## config.mk

```make
export PLATFORM = sky130hd
export DESIGN_NAME = tmr_fault_monitor
export DESIGN_NICKNAME = d
export VERILOG_FILES = /design/src/rtl/fault_pkg.sv /design/src/rtl/majority_voter.sv /design/src/rtl/tmr_fault_monitor.sv
export SDC_FILE = /design/constraint.sdc
export NUM_CORES = 1
export LEC_CHECK = 0
export ABC_AREA = 1
export BUFFER_PORTS_ARGS = -buffer_cell sky130_fd_sc_hd__buf_2
export CORE_UTILIZATION = 35
export DETAILED_ROUTE_END_ITERATION = 12
export PLACE_DENSITY_LB_ADDON = 0.12
export SYNTH_ARGS = -nofsm -noshare
export SYNTH_HDL_FRONTEND = slang
export SYNTH_SLANG_ARGS = --single-unit
```

## constraint.sdc

```tcl
create_clock -name clk -period 1.5 [get_ports clk]
set_clock_uncertainty 0.1 [all_clocks]
set_input_delay 0.3 -clock clk [delete_from_list [all_inputs] [get_ports clk]]
set_output_delay 0.3 -clock clk [all_outputs]
set_load 0.02 [all_outputs]
```

## src/rtl/fault_pkg.sv

```systemverilog
// Shared encodings for the TMR fault monitor: check modes and controller states.
package fault_pkg;

    typedef enum logic [1:0] {
        MODE_NORMAL = 2'b00,
        MODE_INJ_LO = 2'b01,
        MODE_INJ_HI = 2'b10,
        MODE_BYPASS = 2'b11
    } mode_e;

    typedef enum logic [1:0] {
        IDLE  = 2'b00,
        LOAD  = 2'b01,
        VOTE  = 2'b10,
        SCRUB = 2'b11
    } state_e;

endpackage

```

## src/rtl/majority_voter.sv

```systemverilog
// Combinational bitwise majority over NUM_CH replicas of a WIDTH-bit word,
// plus a flag per replica that disagrees with the voted word.
module majority_voter #(
    parameter int WIDTH  = 8,
    parameter int NUM_CH = 3
) (
    input  logic [NUM_CH*WIDTH-1:0] replicas,
    output logic [WIDTH-1:0]        voted,
    output logic [NUM_CH-1:0]       mismatch
);

    for (genvar b = 0; b < WIDTH; b++) begin : g_bit
        logic [NUM_CH-1:0] col;
        for (genvar c = 0; c < NUM_CH; c++) begin : g_col
            assign col[c] = replicas[c*WIDTH + b];
        end
        // NUM_CH is odd, so a strict majority always exists
        assign voted[b] = ($countones(col) > (NUM_CH / 2));
    end

    for (genvar c = 0; c < NUM_CH; c++) begin : g_mis
        assign mismatch[c] = (replicas[c*WIDTH +: WIDTH] != voted);
    end

endmodule

```

## src/rtl/tmr_fault_monitor.sv

```systemverilog
// Redundant-replica word checker: load, vote, scrub, count faults, raise alarm.
// Optional syndrome log of the last fault is built when FAULT_LOG_EN is defined.
module tmr_fault_monitor
    import fault_pkg::*;
#(
    parameter int WIDTH        = 8,
    parameter int NUM_CH       = 3,
    parameter int CNT_W        = 4,
    parameter int ALARM_THRESH = 8
) (
    input  logic              clk,
    input  logic              reset,
    input  logic [WIDTH-1:0]  din,
    input  logic              din_valid,
    input  logic [1:0]        mode,
    input  logic              clear,
    output logic [WIDTH-1:0]  dout,
    output logic              dout_valid,
    output logic              fault,
    output logic [NUM_CH-1:0] fault_ch,
    output logic [CNT_W-1:0]  fault_cnt,
    output logic              alarm,
    output logic [WIDTH-1:0]  fault_syn,
    output logic              busy
);

    localparam logic [CNT_W-1:0] THRESH = CNT_W'(ALARM_THRESH);

    state_e                         state_q, state_d;
    mode_e                          mode_q;
    logic [WIDTH-1:0]               din_q, dout_q, maj, vote_word;
    logic [NUM_CH-1:0][WIDTH-1:0]   rep_q, load_val;
    logic [NUM_CH-1:0]              mism;
    logic                           bypass, vote_fault;
    logic [CNT_W-1:0]               cnt_inc;

    majority_voter #(.WIDTH(WIDTH), .NUM_CH(NUM_CH)) u_voter (
        .replicas (rep_q),
        .voted    (maj),
        .mismatch (mism)
    );

    assign bypass     = (mode_q == MODE_BYPASS);
    assign vote_fault = !bypass && (|mism);
    assign vote_word  = bypass ? rep_q[0] : maj;

    always_ff @(posedge clk or posedge reset) begin
        if (reset) state_q <= IDLE;
        else       state_q <= state_d;
    end

    always_comb begin
        state_d = state_q;
        case (state_q)
            IDLE:    if (din_valid) state_d = LOAD;
            LOAD:    state_d = VOTE;
            VOTE:    state_d = vote_fault ? SCRUB : IDLE;
            SCRUB:   state_d = IDLE;
            default: state_d = IDLE;
        endcase
    end

    always_comb begin
        busy       = (state_q != IDLE);
        dout_valid = (state_q == VOTE);
        fault      = (state_q == VOTE) && vote_fault;
        fault_ch   = ((state_q == VOTE) && !bypass) ? mism : '0;
        dout       = (state_q == VOTE) ? vote_word : dout_q;
    end

    // Fault injection flips a single bit in exactly one replica
    always_comb begin
        load_val = {NUM_CH{din_q}};
        if (mode_q == MODE_INJ_LO) load_val[0][0] = ~din_q[0];
        if (mode_q == MODE_INJ_HI) load_val[NUM_CH-1][WIDTH-1] = ~din_q[WIDTH-1];
    end

    always_ff @(posedge clk or posedge reset) begin
        if (reset) begin
            din_q  <= '0;
            mode_q <= MODE_NORMAL;
            rep_q  <= '0;
            dout_q <= '0;
        end else begin
            if (state_q == IDLE && din_valid) begin
                din_q  <= din;
                mode_q <= mode_e'(mode);
            end
            if (state_q == LOAD)  rep_q  <= load_val;
            if (state_q == SCRUB) rep_q  <= {NUM_CH{maj}};
            if (state_q == VOTE)  dout_q <= vote_word;
        end
    end

    assign cnt_inc = (fault_cnt == '1) ? fault_cnt : fault_cnt + CNT_W'(1);

    always_ff @(posedge clk or posedge reset) begin
        if (reset) begin
            fault_cnt <= '0;
            alarm     <= 1'b0;
        end else if (clear) begin
            fault_cnt <= '0;
            alarm     <= 1'b0;
        end else if (fault) begin
            fault_cnt <= cnt_inc;
            if (cnt_inc >= THRESH) alarm <= 1'b1;
        end
    end

`ifdef FAULT_LOG_EN
    always_ff @(posedge clk or posedge reset) begin
        if (reset)      fault_syn <= '0;
        else if (clear) fault_syn <= '0;
        else if (fault) fault_syn <= rep_q[0] ^ maj;
    end
`else
    assign fault_syn = '0;
`endif

endmodule

```

After elaboration in Yosys (flattened, before gate mapping) --
Index checks and enable logic that the tools add are counted.
Storage, ports and cells: register bits 49, input bits 14, output and inout port bits 27, word-level logic and storage cells 76
Operators by class: $add $sub $neg 17, $lt $le $gt $ge 9, equal/unequal tests 11, multiplexer cells 16, bitwise gates (word level) 2, reduce and logical (&&, ||, !) cells 12
Operators with widths (count):
- $add 32x1->32 | 8
- $gt 32x2->1 const B | 8
- $mux 24 | 2
- $ne 8x8->1 | 3
- $add 1x1->2 | 8
- $mux 8 | 2
- $mux 4 | 3
- $eq 2x2->1 const B | 4
- $pmux 2 s4 | 1
- $reduce_bool 2->1 | 4
- $mux 1 | 5
- $add 4x1->4 const B | 1
- $eq 2x1->1 const B | 2
- $eq 4x4->1 const B | 1
- $ge 4x4->1 const B | 1
- $logic_and 1x1->1 | 4
- $mux 2 | 2
- $mux 3 | 1
- $reduce_or 3->1 | 1
- $logic_not 2->1 | 1
- $ne 2x2->1 const B | 1
- $not 1->1 | 2
- $reduce_and 2->1 | 1
- $logic_not 1->1 | 1

Logic depth before layout (Yosys ltp) --
Gate-level depths: netlist of the first run.
depth after elaboration 9, depth in mapped cells 10

Cells and area by module --
From an unflattened synthesis of the first run, not the netlist that was laid out.
Unflattened totals: cell total of the unflattened synthesis 348, area total of the unflattened synthesis 2519.9 sq um
Modules (own cells, without submodules):
- tmr_fault_monitor | instances 1, cells each 215, area an instance 1804.2 sq um, seq. area each 875.8 sq um
- majority_voter | instances 1, cells each 133, area an instance 715.7 sq um, seq. area each 0.0 sq um

Worst setup path after synthesis of the first run --
No wires, ideal clock.
kind reg-to-output, start register state_q[0], end output port dout[3], data arrival time 1.287 ns, required time 1.100 ns, setup slack -0.187 ns, stages on the path, launching flop included 5, buffers on the path 1, path through dfrtp_1 > inv_2 > nand2_2 > buf_2 > o21ai_0
On the way: word-level cells in the longest chain between the ends 2
RTL lines:
- from (decl) | line tmr_fault_monitor.sv:29 | state_e state_q, state_d;
- from (signal assigned) | line tmr_fault_monitor.sv:49 | else state_q <= state_d;
- $eq 2x2->1 | line tmr_fault_monitor.sv:68 | dout = (state_q == VOTE) ? vote_word : dout_q;
- $mux 8
- to (decl) | line tmr_fault_monitor.sv:17 | output logic [WIDTH-1:0] dout,
Every way passes these cells.

Final worst setup path of the first run --
start register rep_q[0] (netlist name), end output port fault
On the way: word-level cells in the longest chain between the ends 7, elaborated cells between the ends (all ways) 9
RTL lines:
- from (decl) | line tmr_fault_monitor.sv:32 | logic [NUM_CH-1:0][WIDTH-1:0] rep_q, load_val;
- from (signal assigned) | line tmr_fault_monitor.sv:89 | if (state_q == LOAD) rep_q <= load_val;
- from (signal assigned) | line tmr_fault_monitor.sv:90 | if (state_q == SCRUB) rep_q <= {NUM_CH{maj}};
- $add 1x1->2 (not written as such) | line majority_voter.sv:18 | assign voted[b] = ($countones(col) > (NUM_CH / 2));
- $add 32x1->32 (not written as such) | line majority_voter.sv:18
- $gt 32x2->1 | line majority_voter.sv:18
- $ne 8x8->1 | line majority_voter.sv:22 | assign mismatch[c] = (replicas[c*WIDTH +: WIDTH] != voted);
- $reduce_or 3->1 * | line tmr_fault_monitor.sv:44 | assign vote_fault = !bypass && (|mism);
- $logic_and 1x1->1 * | line tmr_fault_monitor.sv:44
- $logic_and 1x1->1 * | line tmr_fault_monitor.sv:66 | fault = (state_q == VOTE) && vote_fault;
- to (decl) | line tmr_fault_monitor.sv:19 | output logic fault,
Mark *: on every way between the ends. The rest lies on a longest branch, timed or not.

==> metrics, run 1 <==
status=finished, violations left; failing checks=setup timing; Post-Synth XOR/XNOR Area=0.0208; Max H-tree Level=2; max-slew violations=0; Via Count=1416; largest family of logic cells by synthesized area=simple AND/OR/NAND/NOR gates; initial antenna violation count=0; Final Hold Fails=0; Crit. End Element=output port; Pre-antenna DRT Iters=2; RSZ-0062 raised after global routing=true; Crit Path Category=register to output port; hold slack=7.05 ps; Total Routed Length=3840 um; syn avg cell area=9.12 um^2; combinational share of power=0.617; Skew-Pair Late Insertion Delay=280 ps; Post-DP HPWL=2500 um; ANT cells=0; Crit-path slowest cell=dfrtp_2; first-pass GRT wire length=6620 um; delay-heaviest family, CP=flip-flops; row count=24; CP Max Fanout=3; core area=4500 um^2; Peak VDD IR=0.902 mV; Nets=281; total CTS buffers=5; ANT nets after route=0; Internal Pwr Total=3.70 mW; Placer Congestion=0.808; switching pwr=2.49 mW; fmax=531 MHz; clock power share=0.119; CTS clk-pin slew, worst paths=70 ps; Fillers=418; # DRC=0; Synth Area in Adders=0.0297; Layout Cells excl Fill=316; Setup TNS=-3860 ps; Synthesis Warnings=0; PnR worst setup slack=-383 ps; largest net degree at the start of global routing=36; Die Span X=71.4 um; multiplexer share of the synthesized area=0.0423; aggregate global routing overflow=0; mapped cell area=1690 um^2; clock sinks=35; io pins=41; crit-path max cell delay=440 ps; Core Util, Final=0.576; Worst EP required=1100 ps; worst path arrival time=1480 ps; Pleak=1.37 nW; multi-input logic area=858 um^2; Synth Area in Compound Gates=0.0719; Post-Syn Instances=185; Cell variety after synth=30; Hold Crit Class=input pin to asynchronous set/reset pin; cts hold-fix bufs=0; final setup violation count=21; Cell Chain, Critical Path=ha_4 > inv_1 > nand2_2 > nand2_2 > nand3_2 > nand2_4 > nand2_4 > buf_6; Final min period=1880 ps; Max Cap Viol=0; Reg area=880 um^2; initial core utilization=0.375; Total GRT Usage=0.167; Die Span Y=71.4 um; Routed WL per cell=12.2 um; clock root cell=clkbuf_8; startpoint types=register; period utilisation layout=1.26; maximum buffer depth of the clock tree=2; simple-gate share of the synthesized area=0.211; CTS tree=done; DRT iter0 DRCs=44; overall power=6.19 mW; CP startpoint=rep_q[0]$_DFFE_PP0P_; sequential power share=0.264; Switching Fraction=0.402; layout cell share with drive strength beyond 1=0.530; Port Buf Inserts=32; Die ar.=5100 um^2; Inst Count DP=288; buffers and inverters on the worst path=2; via/cell ratio=4.48; via count of the first global-routing pass=1469; synthesized flop and latch total=35; RR Startpoint=state_q[0]$_DFFE_PP0P_; area grow syn2layout=53.7%; PD cells=2390 nW/um^2; register area share after synthesis=0.519
timing repair:
item                       4_1_cts  5_1_grt
pin swaps                       12       14
buffers inserted                16        8
setup endpoints to repair       19       21
gates resized for setup         76       16
cell usage in the layout, fill, tap and decap left out:
| cell type | instances |
|---|---|
| inv_1 | 13 |
| buf_6 | 18 |
| o21ai_0 | 5 |
| a21oi_2 | 3 |
| nand2_2 | 7 |
| inv_2 | 10 |
| o221ai_1 | 1 |
| clkbuf_8 | 7 |
| ha_4 | 3 |
| nand2_4 | 12 |
| ha_1 | 1 |
| o211ai_1 | 1 |
| dfrtp_2 | 3 |
| mux2_4 | 1 |
| buf_12 | 1 |
| nor2_1 | 5 |
| clkbuf_1 | 1 |
| inv_4 | 1 |
| nor3_1 | 1 |
| mux2_2 | 5 |
| nand2_1 | 33 |
| nor2_2 | 3 |
| dfrtp_1 | 32 |
| conb_1 | 8 |
| nand4_1 | 4 |
| buf_4 | 37 |
| buf_2 | 18 |
| nor2_4 | 2 |
| a21oi_1 | 6 |
| nand3_2 | 5 |
| xnor2_1 | 1 |
| nand3_1 | 6 |
| a22o_1 | 1 |
| clkinv_1 | 2 |
| o21ai_4 | 3 |
| or2_2 | 1 |
| xor2_1 | 3 |
cell families after synthesis:
family          after synthesis
flops                        35
compound gates               20
xor+xnor                      4
buf+inv                      36
other cells                   1
mux                           6
simple gates                 79
fa+ha+maj                     4
per-stage QoR:
stage	area [um^2]	worst slack [ps]
after detailed placement	2040	-120
after floorplan	1720	-22.0
after global routing	2590	-455
after global placement	2040	-83.2
after CTS	2500	-363
final	2590	-383
area by class of cell:
class                   count  area share
inverters                  26      0.0386
clock buffers               8      0.0386
flip-flops and latches     35       0.339
multi-input cells         121       0.331
well taps                  52      0.0251
repair buffers             74       0.228
metal layers:
layer,up-vias,part of all wire,global-route usage
met5,-,0,0
met4,0,0.011,0.0533
met3,4,0.031,0.0380
met2,27,0.48,0.275
met1,662,0.48,0.219
li1,723,-,-
worst paths after layout:
check	to	slack [ps]	cells past startpoint
setup / recovery	fault	-380	8
hold / removal	din_q[5]$_DFFE_PP0P_	7	3
setup reg to reg	fault_cnt[3]$_DFFE_PP0P_	-140	9
hold reg to reg	register	380	2
max in group asynchronous	state_q[1]$_DFFE_PP0P_	960	3
min in group clk	din_q[7]$_DFFE_PP0P_	150	2
synth_stat cells:
cell       n  share of area
nor2_4     1         0.0067
inv_1     23          0.051
inv_2      1         0.0022
dfrtp_1   35           0.52
nor2_2     1         0.0037
nor2_1     8          0.018
nor3_1     1         0.0030
or2_2      1         0.0037
nand4_1    4          0.015
xnor2_1    1         0.0052
clkinv_1   2         0.0044
o221ai_1   1         0.0052
buf_4      8          0.036
nand2_4    1         0.0067
nand3_2    1         0.0059
buf_2      1         0.0030
mux2_4     1         0.0089
buf_6      1         0.0067
o21ai_4    1         0.0096
conb_1     1         0.0022
nand3_1   10          0.030
nand2_2    4          0.015
o211ai_1   1         0.0044
ha_1       4          0.030
nand2_1   47           0.10
xor2_1     3          0.016
a22o_1     1         0.0052
mux2_2     5          0.033
o21ai_0    7          0.021
a21oi_1    9          0.027
tightest hold or removal path, stage by stage:
cell and delay, ps:
buf_2 90, inv_1 40, buf_4 380
power by group through the flow:
stage | clock network [mW] | registers [mW] | logic, mW
after CTS | 0.764 | 1.61 | 3.54
final | 0.736 | 1.64 | 3.82
after global routing | 0.809 | 1.68 | 4.16
after detailed placement | 0 | 1.60 | 2.50
after floorplan | 0 | 1.58 | 1.62
after global placement | 0 | 1.59 | 2.49
(Power assumes the default switching activity.)
==> run 2, diff against run 1 <==
--- a/config.mk
+++ b/config.mk
@@ -8,5 +8,5 @@
 export ABC_AREA = 1
 export BUFFER_PORTS_ARGS = -buffer_cell sky130_fd_sc_hd__buf_2
-export CORE_UTILIZATION = 35
+export CORE_UTILIZATION = 45
 export DETAILED_ROUTE_END_ITERATION = 12
 export PLACE_DENSITY_LB_ADDON = 0.12
==> constraint.sdc (replaced) <==
create_clock -name clk -period 2.41 [get_ports clk]
set_clock_uncertainty 0.1 [all_clocks]
set_input_delay 0.482 -clock clk [delete_from_list [all_inputs] [get_ports clk]]
set_output_delay 0.482 -clock clk [all_outputs]
set_load 0.1 [all_outputs]
==> run 2 against run 1 <==
The run now ends clean. Sequential cell count is the same. Utilization up 1.0 points. Register-to-register slack improved by 970 ps. First-iteration DRC count increased by 18%. Non-clock buffer count down 41. Cell area shrank 22%. Global-route usage rose by 0.11 points. Cell count down 15%. Critical path depth shrank 2. Largest cell class unchanged. Via count down 12%.
==> metrics, run 2 (synthesis gave the netlist of run 1 again) <==
max-slew violations=0 (unchanged); Max H-tree Level=2 (unchanged); RSZ-0062 raised after global routing=true; initial antenna violation count=0 (unchanged); Crit. End Element=output port; Total GRT Usage=0.168 (+0.00106); row count=21 (-13%); # DRC=0 (unchanged); Pre-antenna DRT Iters=4 (+2); fmax=428 MHz; initial core utilization=0.487 (+0.112); worst r2r path cells=8 (-1); maximum buffer depth of the clock tree=2 (unchanged); aggregate global routing overflow=0 (unchanged); startpoint types=register; cts repair resizes=0 (-100%); layout cell share with drive strength beyond 1=0.278 (-0.252); area grow syn2layout=20.5%; Post-DP HPWL=2280 um (-9.0%); commonest non-fill, non-tap cell in the layout=nand2_1; CP Max Fanout=13 (+10); Final Hold Fails=0 (unchanged); first-pass GRT wire length=5270 um (-20%); via count of the first global-routing pass=1198 (-18%); CTS tree=done; ANT cells=0 (unchanged); clock sinks=35 (unchanged); clock root cell=clkbuf_8; Port Buf Inserts=32 (unchanged); core area=3470 um^2 (-23%); RR Startpoint=rep_q[7]$_DFFE_PP0P_; DRT iter0 DRCs=52 (+18%); Final min period=2330 ps; Worst EP required=1830 ps (+730 ps); Nets=240 (-15%); period utilisation layout=0.968; Inst Count DP=261 (-9.4%); Hold Crit Class=input pin to asynchronous set/reset pin; r2r setup slk=830 ps (+970 ps); cts hold-fix bufs=0 (unchanged); Max Cap Viol=0 (unchanged); worst path arrival time=1750 ps (+270 ps); crit-path max cell delay=460 ps (+20 ps); most frequent cells in the layout=nand2_1, dfrtp_1, inv_1, buf_2, nand3_1; largest net degree at the start of global routing=36 (unchanged); final setup violation count=0 (-100%); Skew-Pair Late Insertion Delay=270 ps (about the same); Layout Cells excl Fill=269 (-15%); Cell Chain, Critical Path=inv_2 > nand2_2 > nor2_4 > o21ai_4 > inv_1 > clkbuf_4; Crit-path slowest cell=dfrtp_1; setup bufs post-CTS=0 (-16); status=finished clean; Routed WL per cell=11.1 um (-9.1%); Die ar.=4000 um^2 (-22%); Placer Congestion=0.759 (-6.0%); Die Span X=63.2 um (-11%); ANT nets after route=0 (unchanged); via/cell ratio=4.62 (+3.1%); Die Span Y=63.2 um (-11%); CTS clk-pin slew, worst paths=60 ps (about the same); Crit Path Category=register to output port; worst reg2reg endpoint=fault_cnt[0]$_DFFE_PP0P_; io pins=41 (unchanged); Via Count=1243 (-12%); total CTS buffers=5 (unchanged); Total Routed Length=2970 um (-23%)
## run 2: cell types whose count changed in the layout (fill, tap and decap cells not counted), sizes merged
cell	before	now
buf	74	26
clkbuf	8	14
clkinv	2	3
## run 2: layout make-up
class | instances | area [um^2]
Inverter | 26 | 97.6
Clock inverter | 1 | 5.00
Multi-Input combinational cell | 121 | 691
Fill cell | 328 | 1440
Timing Repair Buffer | 33 | 230
Tap cell | 46 | 57.6
Clock buffer | 7 | 76.3
Sequential cell | 35 | 876
## run 2: how the worst max path moves through the flow
stage	endpoint	slack, ps	from
after floorplan	dout[3]	-310	state_q[0]$_DFFE_PP0P_
after global placement	fault_ch[0]	350	state_q[0]$_DFFE_PP0P_
after detailed placement	fault_ch[0]	320	state_q[0]$_DFFE_PP0P_
after CTS	fault_ch[0]	9	state_q[0]$_DFFE_PP0P_
after global routing	fault_ch[0]	-50	rep_q[7]$_DFFE_PP0P_
final	fault_ch[0]	80	state_q[0]$_DFFE_PP0P_
## run 2: worst max-delay path, delay by kind of cell (launching register included)
family                 cells  cell delay (ps)
AO/OA/AOI/OAI              1              130
AND/OR/NAND/NOR            2              390
flip-flops                 1              460
buffers and inverters      3              500
## run 2: per-layer routing
| layer | part of all wire | up-vias | track usage | routed length [um] |
|---|---|---|---|---|
| li1 | - | 644 | - | - |
| met1 | 0.50 | 572 | 0.228 | 1470 |
| met2 | 0.46 | 27 | 0.259 | 1380 |
| met3 | 0.041 | 0 | 0.0598 | 123 |
| met4 | 0 | 0 | 0.0341 | 0 |
| met5 | 0 | - | 0 | 0 |
## run 2: stage by stage
step / worst slack (ps) / instance area [um^2] / utilization / setup TNS, ps / hold slack, ps
floorplan: -314 / 1740 / - / -1060 / 336
global placement: 350 / 1930 / 0.556 / 0 / 361
detailed placement: 318 / 1930 / 0.556 / 0 / 363
CTS: 8.66 / 2010 / 0.580 / 0 / 201
global route: -45.2 / 2030 / 0.586 / -63.4 / 211
finish: 75.9 / 2030 / 0.586 / 0 / 186
Power of run 2 is not shown: default switching activity piles up to over one toggle a cycle in this logic, so the estimate is an artifact.
